## src/rtl/symbol_counter_pkg.sv

```systemverilog
// Shared definitions for the Huffman encoder front end (symbol counter),
// also consumed by the sorting and code-table stages.
//   SC_NUM_SYM    number of legal gray symbols (values 1..SC_NUM_SYM)
//   SC_PORT_SYM   number of per-symbol output ports on the block
//   SC_CW         count width
//   SC_SYM_IDX_W  width of a 0-based symbol index
//   SC_CNT_MAX    saturation value (counts are signed downstream)
//   sc_state_e    COUNT / PACK / DONE state encoding
package symbol_counter_pkg;

    localparam int SC_NUM_SYM   = 6;
    localparam int SC_PORT_SYM  = 6;
    localparam int SC_CW        = 8;
    localparam int SC_SYM_IDX_W = 3;
    localparam int SC_CNT_MAX   = 127;

    typedef enum logic [1:0] {
        ST_COUNT = 2'd0,
        ST_PACK  = 2'd1,
        ST_DONE  = 2'd2
    } sc_state_e;

    // True when d is a countable symbol, i.e. 1..n.
    function automatic logic sym_legal(input logic [7:0] d, input int n);
        return (d >= 8'd1) && (int'(d) <= n);
    endfunction

endpackage

```

## src/rtl/symbol_counter_sym_sat_cnt.sv

```systemverilog
// sym_sat_cnt: CW-bit up counter with enable that sticks at MAX.
// Ports:
//   clk     rising-edge clock
//   reset   asynchronous active-high clear
//   inc_en  increment request for this cycle
//   cnt     current count
module sym_sat_cnt #(
    parameter int CW  = 8,
    parameter int MAX = 127
) (
    input  logic          clk,
    input  logic          reset,
    input  logic          inc_en,
    output logic [CW-1:0] cnt
);

    logic [CW-1:0] cnt_q, cnt_d;

    always_comb begin
        cnt_d = cnt_q;
        if (inc_en && (cnt_q != CW'(MAX)))
            cnt_d = cnt_q + 1'b1;
    end

    always_ff @(posedge clk or posedge reset) begin
        if (reset) cnt_q <= '0;
        else       cnt_q <= cnt_d;
    end

    assign cnt = cnt_q;

endmodule

```

## src/rtl/symbol_counter.sv

```systemverilog
// symbol_counter: counts gray symbols 1..NUM_SYM over a frame of SAMPLES
// valid inputs, then spends NUM_SYM cycles compacting the non-zero counts
// (ascending symbol order) into O1..O6 / M1..M6 and raises CNT_valid.
// Ports:
//   clk, reset          clock, async active-high reset
//   gray_valid/data     input sample stream (accepted only while counting)
//   CNT1..CNT6          live raw per-symbol counts (saturating)
//   O1..O6, M1..M6      compacted counts and their 0-based symbol indices
//   num                 number of occupied O slots
//   CNT_valid           results final; held until reset
//   err                 sticky: an illegal symbol was accepted this frame
module symbol_counter
    import symbol_counter_pkg::*;
#(
    parameter int NUM_SYM = SC_NUM_SYM,
    parameter int SAMPLES = 100,
    parameter int CW      = SC_CW
) (
    input  logic                    clk,
    input  logic                    reset,
    input  logic                    gray_valid,
    input  logic [7:0]              gray_data,
    output logic [CW-1:0]           CNT1,
    output logic [CW-1:0]           CNT2,
    output logic [CW-1:0]           CNT3,
    output logic [CW-1:0]           CNT4,
    output logic [CW-1:0]           CNT5,
    output logic [CW-1:0]           CNT6,
    output logic [CW-1:0]           O1,
    output logic [CW-1:0]           O2,
    output logic [CW-1:0]           O3,
    output logic [CW-1:0]           O4,
    output logic [CW-1:0]           O5,
    output logic [CW-1:0]           O6,
    output logic [SC_SYM_IDX_W-1:0] M1,
    output logic [SC_SYM_IDX_W-1:0] M2,
    output logic [SC_SYM_IDX_W-1:0] M3,
    output logic [SC_SYM_IDX_W-1:0] M4,
    output logic [SC_SYM_IDX_W-1:0] M5,
    output logic [SC_SYM_IDX_W-1:0] M6,
    output logic [SC_SYM_IDX_W-1:0] num,
    output logic                    CNT_valid,
    output logic                    err
);

    localparam int SCNT_W  = $clog2(SAMPLES + 1);
    localparam int CNT_MAX = (1 << (CW - 1)) - 1;
    localparam int IW      = SC_SYM_IDX_W;

    sc_state_e             state_q, state_d;
    logic [SCNT_W-1:0]     sample_cnt_q, sample_cnt_d;
    logic [IW-1:0]         pack_idx_q, pack_idx_d;
    logic [IW-1:0]         wr_ptr_q, wr_ptr_d;
    logic [CW-1:0]         o_q [SC_PORT_SYM];
    logic [CW-1:0]         o_d [SC_PORT_SYM];
    logic [IW-1:0]         m_q [SC_PORT_SYM];
    logic [IW-1:0]         m_d [SC_PORT_SYM];
    logic [IW-1:0]         num_q, num_d;
    logic                  cnt_valid_q, cnt_valid_d;
    logic                  err_q, err_d;

    logic [CW-1:0]          cnt [SC_PORT_SYM];
    logic [SC_PORT_SYM-1:0] inc_en;
    logic                   accept;
    logic                   hit;

    assign accept = (state_q == ST_COUNT) && gray_valid;

    // One saturating counter per symbol; counters beyond NUM_SYM never fire.
    for (genvar g = 0; g < SC_PORT_SYM; g++) begin : g_cnt
        assign inc_en[g] = accept && (g < NUM_SYM) && (gray_data == 8'(g + 1));
        sym_sat_cnt #(.CW(CW), .MAX(CNT_MAX)) u_cnt (
            .clk    (clk),
            .reset  (reset),
            .inc_en (inc_en[g]),
            .cnt    (cnt[g])
        );
    end

    always_comb begin
        state_d      = state_q;
        sample_cnt_d = sample_cnt_q;
        pack_idx_d   = pack_idx_q;
        wr_ptr_d     = wr_ptr_q;
        o_d          = o_q;
        m_d          = m_q;
        num_d        = num_q;
        cnt_valid_d  = cnt_valid_q;
        err_d        = err_q;
        hit          = 1'b0;
        case (state_q)
            ST_COUNT: begin
                if (accept) begin
                    sample_cnt_d = sample_cnt_q + 1'b1;
                    if (!sym_legal(gray_data, NUM_SYM))
                        err_d = 1'b1;
                    if (sample_cnt_q == SCNT_W'(SAMPLES - 1))
                        state_d = ST_PACK;
                end
            end
            ST_PACK: begin
                // Counters are frozen here, so one symbol is examined per cycle.
                hit        = (cnt[pack_idx_q] != '0);
                pack_idx_d = pack_idx_q + 1'b1;
                if (hit) begin
                    o_d[wr_ptr_q] = cnt[pack_idx_q];
                    m_d[wr_ptr_q] = pack_idx_q;
                    wr_ptr_d      = wr_ptr_q + 1'b1;
                end
                // num must include a write happening on this same final edge.
                if (pack_idx_q == IW'(NUM_SYM - 1)) begin
                    num_d       = hit ? (wr_ptr_q + 1'b1) : wr_ptr_q;
                    cnt_valid_d = 1'b1;
                    state_d     = ST_DONE;
                end
            end
            ST_DONE: ;
            default: state_d = ST_COUNT;
        endcase
    end

    always_ff @(posedge clk or posedge reset) begin
        if (reset) begin
            state_q      <= ST_COUNT;
            sample_cnt_q <= '0;
            pack_idx_q   <= '0;
            wr_ptr_q     <= '0;
            for (int i = 0; i < SC_PORT_SYM; i++) begin
                o_q[i] <= '0;
                m_q[i] <= '0;
            end
            num_q       <= '0;
            cnt_valid_q <= 1'b0;
            err_q       <= 1'b0;
        end else begin
            state_q      <= state_d;
            sample_cnt_q <= sample_cnt_d;
            pack_idx_q   <= pack_idx_d;
            wr_ptr_q     <= wr_ptr_d;
            o_q          <= o_d;
            m_q          <= m_d;
            num_q        <= num_d;
            cnt_valid_q  <= cnt_valid_d;
            err_q        <= err_d;
        end
    end

    assign CNT1 = cnt[0];
    assign CNT2 = cnt[1];
    assign CNT3 = cnt[2];
    assign CNT4 = cnt[3];
    assign CNT5 = cnt[4];
    assign CNT6 = cnt[5];
    assign O1   = o_q[0];
    assign O2   = o_q[1];
    assign O3   = o_q[2];
    assign O4   = o_q[3];
    assign O5   = o_q[4];
    assign O6   = o_q[5];
    assign M1   = m_q[0];
    assign M2   = m_q[1];
    assign M3   = m_q[2];
    assign M4   = m_q[3];
    assign M5   = m_q[4];
    assign M6   = m_q[5];
    assign num       = num_q;
    assign CNT_valid = cnt_valid_q;
    assign err       = err_q;

endmodule

```

## config.mk

```make
export PLATFORM = sky130hd
export DESIGN_NAME = symbol_counter
export DESIGN_NICKNAME = d
export VERILOG_FILES = /design/src/rtl/symbol_counter_pkg.sv /design/src/rtl/symbol_counter_sym_sat_cnt.sv /design/src/rtl/symbol_counter.sv
export SDC_FILE = /design/constraint.sdc
export NUM_CORES = 1
export LEC_CHECK = 0
export BUFFER_PORTS_ARGS = -buffer_cell sky130_fd_sc_hd__clkbuf_2
export CORE_AREA = 8 8 115 117
export DETAILED_ROUTE_END_ITERATION = 16
export DIE_AREA = 0 0 123 125
export GPL_TIMING_DRIVEN = 0
export HOLD_SLACK_MARGIN = 0.08
export PLACE_DENSITY = 0.8
export RECOVER_POWER = 100
export SYNTH_ARGS = -nofsm -noshare
export SYNTH_HDL_FRONTEND = slang
export SYNTH_SLANG_ARGS = --single-unit
export TNS_END_PERCENT = 5
```

## constraint.sdc

```tcl
create_clock -name clk -period 5.4 [get_ports clk]
set_input_delay 0.81 -clock clk [delete_from_list [all_inputs] [get_ports clk]]
set_output_delay 0.81 -clock clk [all_outputs]
set_load 0.01 [all_outputs]
```

# [Word-level counts from Yosys, hierarchy flattened]
# Cells that the tools add are included.
# W data, S select, Z words.
[word_totals] inputBits=11 wordCells=98 register_bits=134 out_inout_bits=119
[op_classes] mux=14 n_eq_ne=19 magnitude_cmp=5 n_reduce_logical=22 n_bitwise=4 addsub=9
[ops] cell="$add A8 B1 Y8 const B" count=6
[ops] cell="$bwmux W48" count=1
[ops] cell="$ne A8 B7 Y1 const B" count=6
[ops] cell="$bmux W8 S3" count=1
[ops] cell="$demux W8 S3" count=1
[ops] cell="$eq A8 B3 Y1 const B" count=3
[ops] cell="$mux W8" count=3
[ops] cell="$bwmux W18" count=1
[ops] cell="$eq A8 B2 Y1 const B" count=2
[ops] cell="$logic_and A1 B1 Y1" count=15
[ops] cell="$demux W3 S3" count=1
[ops] cell="$eq A8 B1 Y1 const B" count=1
[ops] cell="$ge A4 B4 Y1 const B" count=2
[ops] cell="$ge A8 B1 Y1 const B" count=1
[ops] cell="$le A8 B3 Y1 const B" count=1
[ops] cell="$not A3 Y4" count=2
[ops] cell="$reduce_bool A8 Y1" count=1
[ops] cell="$add A7 B1 Y7 const B" count=1
[ops] cell="$eq A7 B7 Y1 const B" count=1
[ops] cell="$add A3 B1 Y3 const B" count=2
[ops] cell="$mux W2" count=3
[ops] cell="$mux W3" count=2
[ops] cell="$pmux W2 S3" count=1
[ops] cell="$reduce_and A2 Y1" count=3
[ops] cell="other kinds (10)" count=12

# [Depth between registers and ports, before layout]
[logic_depth] depth_word=6 depth_mapped=10

# [Modules after synthesis]
# From an unflattened synthesis, not the netlist that was laid out.
[hier_totals] hier_cells=533 area_unflattened_um2=6849.1
[modules_own_cells] mod="symbol_counter" instances=1 area_each_um2=4281.6 cells_each=299 seq_area_each_um2=2152.1
[modules_own_cells] mod="sym_sat_cnt" instances=6 area_each_um2=427.9 cells_each=39 seq_area_each_um2=200.2

# [Worst setup path after synthesis]
# No wires, ideal clock.
[synth_timing] path_type="in2reg" start="input port gray_data[6]" end="register g_cnt[4].u_cnt.cnt_q[5]" setup_ns=0.127 required_time_ns=5.273 t_arrival_ns=2.443 setup_slack_ns=2.831 path_stages=6 path_buffers=0 path_cell_list="or4_1 > nor3b_1 > o311a_1 > and4_1 > nand3_1 > xnor2_1"
[synth_via] elab_chain_cells=3
[synth_rtl] element="from (decl)" line="symbol_counter.sv:22" source="input logic [7:0] gray_data,"
[synth_rtl] element="$eq A8 B3 Y1" line="symbol_counter.sv:71" source="assign inc_en[g] = accept && (g < NUM_SYM) && (gray_data == 8'(g + 1));"
[synth_rtl] element="$logic_and A1 B1 Y1" line="symbol_counter.sv:71"
[synth_rtl] element="$logic_and A1 B1 Y1" line="symbol_counter_sym_sat_cnt.sv:21" source="if (inc_en && (cnt_q != CW'(MAX)))"
[synth_rtl] element="to (signal assigned)" line="symbol_counter_sym_sat_cnt.sv:27" source="else cnt_q <= cnt_d;"
[synth_rtl] element="to (decl)" line="symbol_counter_sym_sat_cnt.sv:17" source="logic [CW-1:0] cnt_q, cnt_d;"
# Every way passes these cells.
# A chain may end at the register's enable or synchronous reset.

# [Final worst setup path]
[layout_timing] start="register pack_idx_q[0]" end="register o_q, in the netlist O6[5]"
[layout_via] elab_chain_cells=6
[layout_rtl] element="from (decl)" line="symbol_counter.sv:52" source="logic [IW-1:0] pack_idx_q, pack_idx_d;"
[layout_rtl] element="from (signal assigned)" line="symbol_counter.sv:138" source="pack_idx_q <= pack_idx_d;"
[layout_rtl] element="$not A3 Y4 (not written as such) (*)" line="symbol_counter.sv:103, symbol_counter.sv:106"
[layout_rtl] element="$bmux W8 S3 (*)" line="symbol_counter.sv:103, symbol_counter.sv:106"
[layout_rtl] element="$mux W8 (not written as such) (*) (2 in a row)" line="symbol_counter.sv:103, symbol_counter.sv:106"
[layout_rtl] element="$reduce_bool A8 Y1" line="symbol_counter.sv:103" source="hit = (cnt[pack_idx_q] != '0);"
[layout_rtl] element="$reduce_and A2 Y1 (no source line)"
[layout_rtl] element="to (signal, indexed assignment)" line="symbol_counter.sv:129" source="o_q[i] <= '0;"
[layout_rtl] element="to (signal assigned)" line="symbol_counter.sv:140" source="o_q <= o_d;"
[layout_rtl] element="to (decl)" line="symbol_counter.sv:54" source="logic [CW-1:0] o_q [SC_PORT_SYM];"
# Mark *: on every way between the ends. The rest lies on a longest branch, timed or not. The select of a mux whose other input is x is not followed.

==> flow_summary_export.csv <==
group,metric,value,unit
run_status,status,"complete, but fails checks",
run_status,violations_in_the_final_reports,"max-capacitance violations, max-slew violations",
logic_synthesis,synth.top_cell.area_share,55.4,%
route,wl_per_instance,19.0,um
route,first_iter_violations,252,
setup_path,reg2reg_from,"pack_idx_q[0]",
setup_path,crit_chain,"clkbuf_1 -> buf_6 -> nor2_1 -> a22oi_1 -> nor4_1 -> a2bb2oi_1 -> clkbuf_1 -> and4_1 -> clkbuf_1 -> mux2_1",
timing,drv_slew,70,
floorplan,die_area,15400,um^2
place,finalWeightedCongestion,0.904,
logic_synthesis,yosysSeqAreaShare,55.4,%
timing,setup_tns,0,ns
place,number_of_port_buffers,129,
route,drc_violations,0,
logic_synthesis,flop_and_latch_count_out_of_synthesis,134,
logic_synthesis,net_count_synth,486,
route,antenna_left,0,
clocking,cts_hold_repair.buffers,0,
pwr,total_power,2110,uW
setup_path,critical_path_buf_inv_count,4,
place,dpl.hpwl,11000,um
logic_synthesis,synth-edff-count,0,
logic_synthesis,synth_top_family_by_area,"multiplexers",
setup_path,cp-startpoint,"pack_idx_q[0]",
clocking,cts.path.max_buffers,2,
timing,finalCritPeriodShare,68.0,%
route,detail_route.vias_per_cell,5.55,
cells_and_area,synthToLayoutAreaGrowth,20.0,%
logic_synthesis,top_post_synthesis_cells_by_area,"sky130_fd_sc_hd__dfrtp_1 55%, sky130_fd_sc_hd__mux2_1 6.7%, sky130_fd_sc_hd__mux2_2 5.0%, sky130_fd_sc_hd__xnor2_1 4.9%, sky130_fd_sc_hd__xor2_1 2.7%",
setup_path,path_delay_family,"buffers and inverters",
grt,grt-ovfl-total,0,
timing,timing.final.hold_violations,0,
route,routed_wirelength,14700,um
worst_hold_path,min_from,"CNT_valid",
cells_and_area,final_layout_size_suffix_gt1_share,12.6,%
cells_and_area,final_cells,774,
logic_synthesis,synth_compound_area_share,2.63,%
logic_synthesis,synth-async-reset-ratio,100,%
route,number_of_optimization_iterations_in_the_first_detailed_route_pass,4,
cells_and_area,num_antenna_cells,0,
timing,max-slew-margin-rel,-103,%
logic_synthesis,netlist_instances,465,
logic_synthesis,synth_warnings,0,
pwr,power.density,291,nW/um^2
flow_run,timing.max_cap.violations,1,
setup_path,slowest_delay,0.56,ns
logic_synthesis,synth_area_leader_cell,"sky130_fd_sc_hd__dfrtp_1",
logic_synthesis,synth-adder-area-share,2.07,%
floorplan,num_rows,40,
grt,grt_start_max_net_pins,71,
grt,grt_antenna_before_repair,0,
clocking,clock_tree.root_cell,"sky130_fd_sc_hd__clkbuf_16",
logic_synthesis,netlist_area,6050,um^2
clocking,tritoncts_num_sinks,134,
place,placed_area,6920,um^2
cells_and_area,fin_area,7260,um^2
grt,via_count_of_the_first_global_routing_pass,4507,
logic_synthesis,yosysUniqueCellTypes,42,
floorplan,coreArea,11600,um^2
worst_hold_path,holdCritPathClass,"reg -> reg",
clocking,clkTransAtPathRegs,0.06,ns
cells_and_area,final_net_count,635,
logic_synthesis,synth_simple_gate_area_share,11.3,%
setup_path,cp.arrival,3.96,ns
floorplan,die_x,123,um
clocking,clock_tree_from_tritoncts,"yes",
floorplan,ioPinCount,130,
clocking,cts.repair_timing.setup_buffer_count,0,
pwr,vdd.ir_drop.worst,231,uV
clocking,numCtsBuffers,17,
logic_synthesis,ys.flop_type,"sky130_fd_sc_hd__dfrtp_1",
setup_path,critPathMaxFanout,10,
clocking,h-tree-depth,4,
clocking,clkLatencyLatePin,0.42,ns
setup_path,path_common_cell,"sky130_fd_sc_hd__clkbuf_1",
setup_path,worstSetupEndpointType,"flip-flop",
logic_synthesis,synth.area.mux_share,18.8,%
logic_synthesis,syn_area_per_cell,13.0,um^2
setup_path,critPathKind,"reg -> reg",
timing,clock_skew,0.00621,ns
timing,period_needed,3.67,ns
logic_synthesis,xor_xnor_share_of_the_synthesized_area,7.67,%
grt,grt.total_usage,19.7,%
setup_path,start_kind,"flip-flop",
timing,setup_failing_eps_final,0,
place,dpl.cell_count,742,
setup_path,critical_path_required,5.69,ns
floorplan,die_y,125,um
grt,grt_pass1_wl,23700,um
setup_path,cpMaxStageDelayCell,"sky130_fd_sc_hd__clkbuf_1",
timing,clock.fmax,272,MHz
pwr,p_leak,0.00349,uW
route,route.vias.total,4296,
clocking,cts_resized,0,
floorplan,initial_core_utilization,52.1,%
timing,rsz0062_at_grt,"false",
timing,slew_at_the_pin_closest_to_its_max_slew_limit,3.03,ns
## through the flow
| stage | util [%] | hold WS [ns] | setup slack [ns] |
|---|---|---|---|
| after floorplan | - | 0.438 | 1.01 |
| after global placement | 59.3 | 0.450 | -0.240 |
| after detailed placement | 59.6 | 0.455 | 2.31 |
| after CTS | 64.4 | 0.467 | 2.59 |
| after global routing | 62.5 | 0.502 | 1.49 |
| final | 62.5 | 0.462 | 1.73 |
## cell families (layout without fill, tap and decap cells)
| logic type | after synthesis | in the layout |
|---|---|---|
| flip-flops | 134 | 134 |
| AND/OR/NAND/NOR | 128 | 128 |
| multiplexers | 92 | 92 |
| XOR/XNOR | 53 | 53 |
| AO/OA/AOI/OAI | 24 | 24 |
| buffers and inverters | 24 | 186 |
| adder cells (fa/ha/maj) | 10 | 10 |
## worst paths after layout
kind | to | slack, ns | cells after the start
min in group asynchronous | num[1] | 1.25 | 2
worst max register to register | O6[5] | 1.73 | 10
worst min register to register | CNT_valid | 0.46 | 1
worst min-delay path | CNT_valid | 0.46 | 1
max in group asynchronous | O6[5] | 2.79 | 2
worst max-delay path | O6[5] | 1.73 | 10
## Yosys cell counts, drive strengths merged (6+ instances only)
master / count
nand2: 40
o21ai: 11
ha: 10
buf: 10
mux4: 7
inv: 8
and3: 10
clkbuf: 6
xor2: 19
mux2i: 12
nand4: 15
xnor2: 34
nand3: 13
nor2: 12
dfrtp: 134
mux2: 73
## final cells by class
class | instances | area, um^2
Clock inverter | 11 | 103
Fill cell | 961 | 4350
Tap cell | 147 | 184
Timing Repair Buffer | 130 | 524
Clock buffer | 21 | 460
Buffer | 16 | 67.6
Sequential cell | 134 | 3350
Multi-Input combinational cell | 307 | 2540
Inverter | 8 | 31.3
## cells in the final DEF (no fill, tap or decap), drive strengths merged, types with 4 or more instances in the layout
| cell type | Yosys | layout |
|---|---|---|
| clkbuf | 6 | 165 |
| dfrtp | 134 | 134 |
| mux2 | 73 | 73 |
| nand2 | 40 | 40 |
| xnor2 | 34 | 34 |
| xor2 | 19 | 19 |
| nand4 | 15 | 15 |
| nand3 | 13 | 13 |
| mux2i | 12 | 12 |
| nor2 | 12 | 12 |
| o21ai | 11 | 11 |
| and3 | 10 | 10 |
| ha | 10 | 10 |
| inv | 8 | 7 |
| mux4 | 7 | 7 |
| clkinv | 0 | 7 |
| nor3b | 5 | 5 |
| nor3 | 5 | 5 |
| o311a | 5 | 5 |
| and4 | 5 | 5 |
| nand2b | 4 | 4 |
| nor4 | 4 | 4 |
| nor2b | 4 | 4 |
| clkinvlp | 0 | 4 |
## power by group
part / total, uW / switching, uW / internal (uW)
Clock: 1080 / 419 / 656
Combinational: 29.3 / 22.4 / 6.86
Sequential: 1010 / 0.576 / 1010
## per-layer routing
layer,track usage [%],wire (um)
met1,25.2,6230
met2,30.6,6790
met3,6.21,1320
met4,7.51,380
met5,0,0
## registers in the layout (all words and copies together) (netlist names)
| signal | cells |
|---|---|
| CNT_valid | 1 |
| O1 | 8 |
| O4 | 8 |
| M6 | 3 |
| O2 | 8 |
| num | 3 |
| err | 1 |
| state_q | 2 |
| O6 | 8 |
| pack_idx_q | 3 |
| wr_ptr_q | 3 |
| M3 | 3 |
| O5 | 8 |
| M2 | 3 |
| O3 | 8 |
| sample_cnt_q | 7 |
| M5 | 3 |
| M1 | 3 |
| M4 | 3 |
| g_cnt.u_cnt.cnt | 48 |
Power figures use the tool's default switching activity.
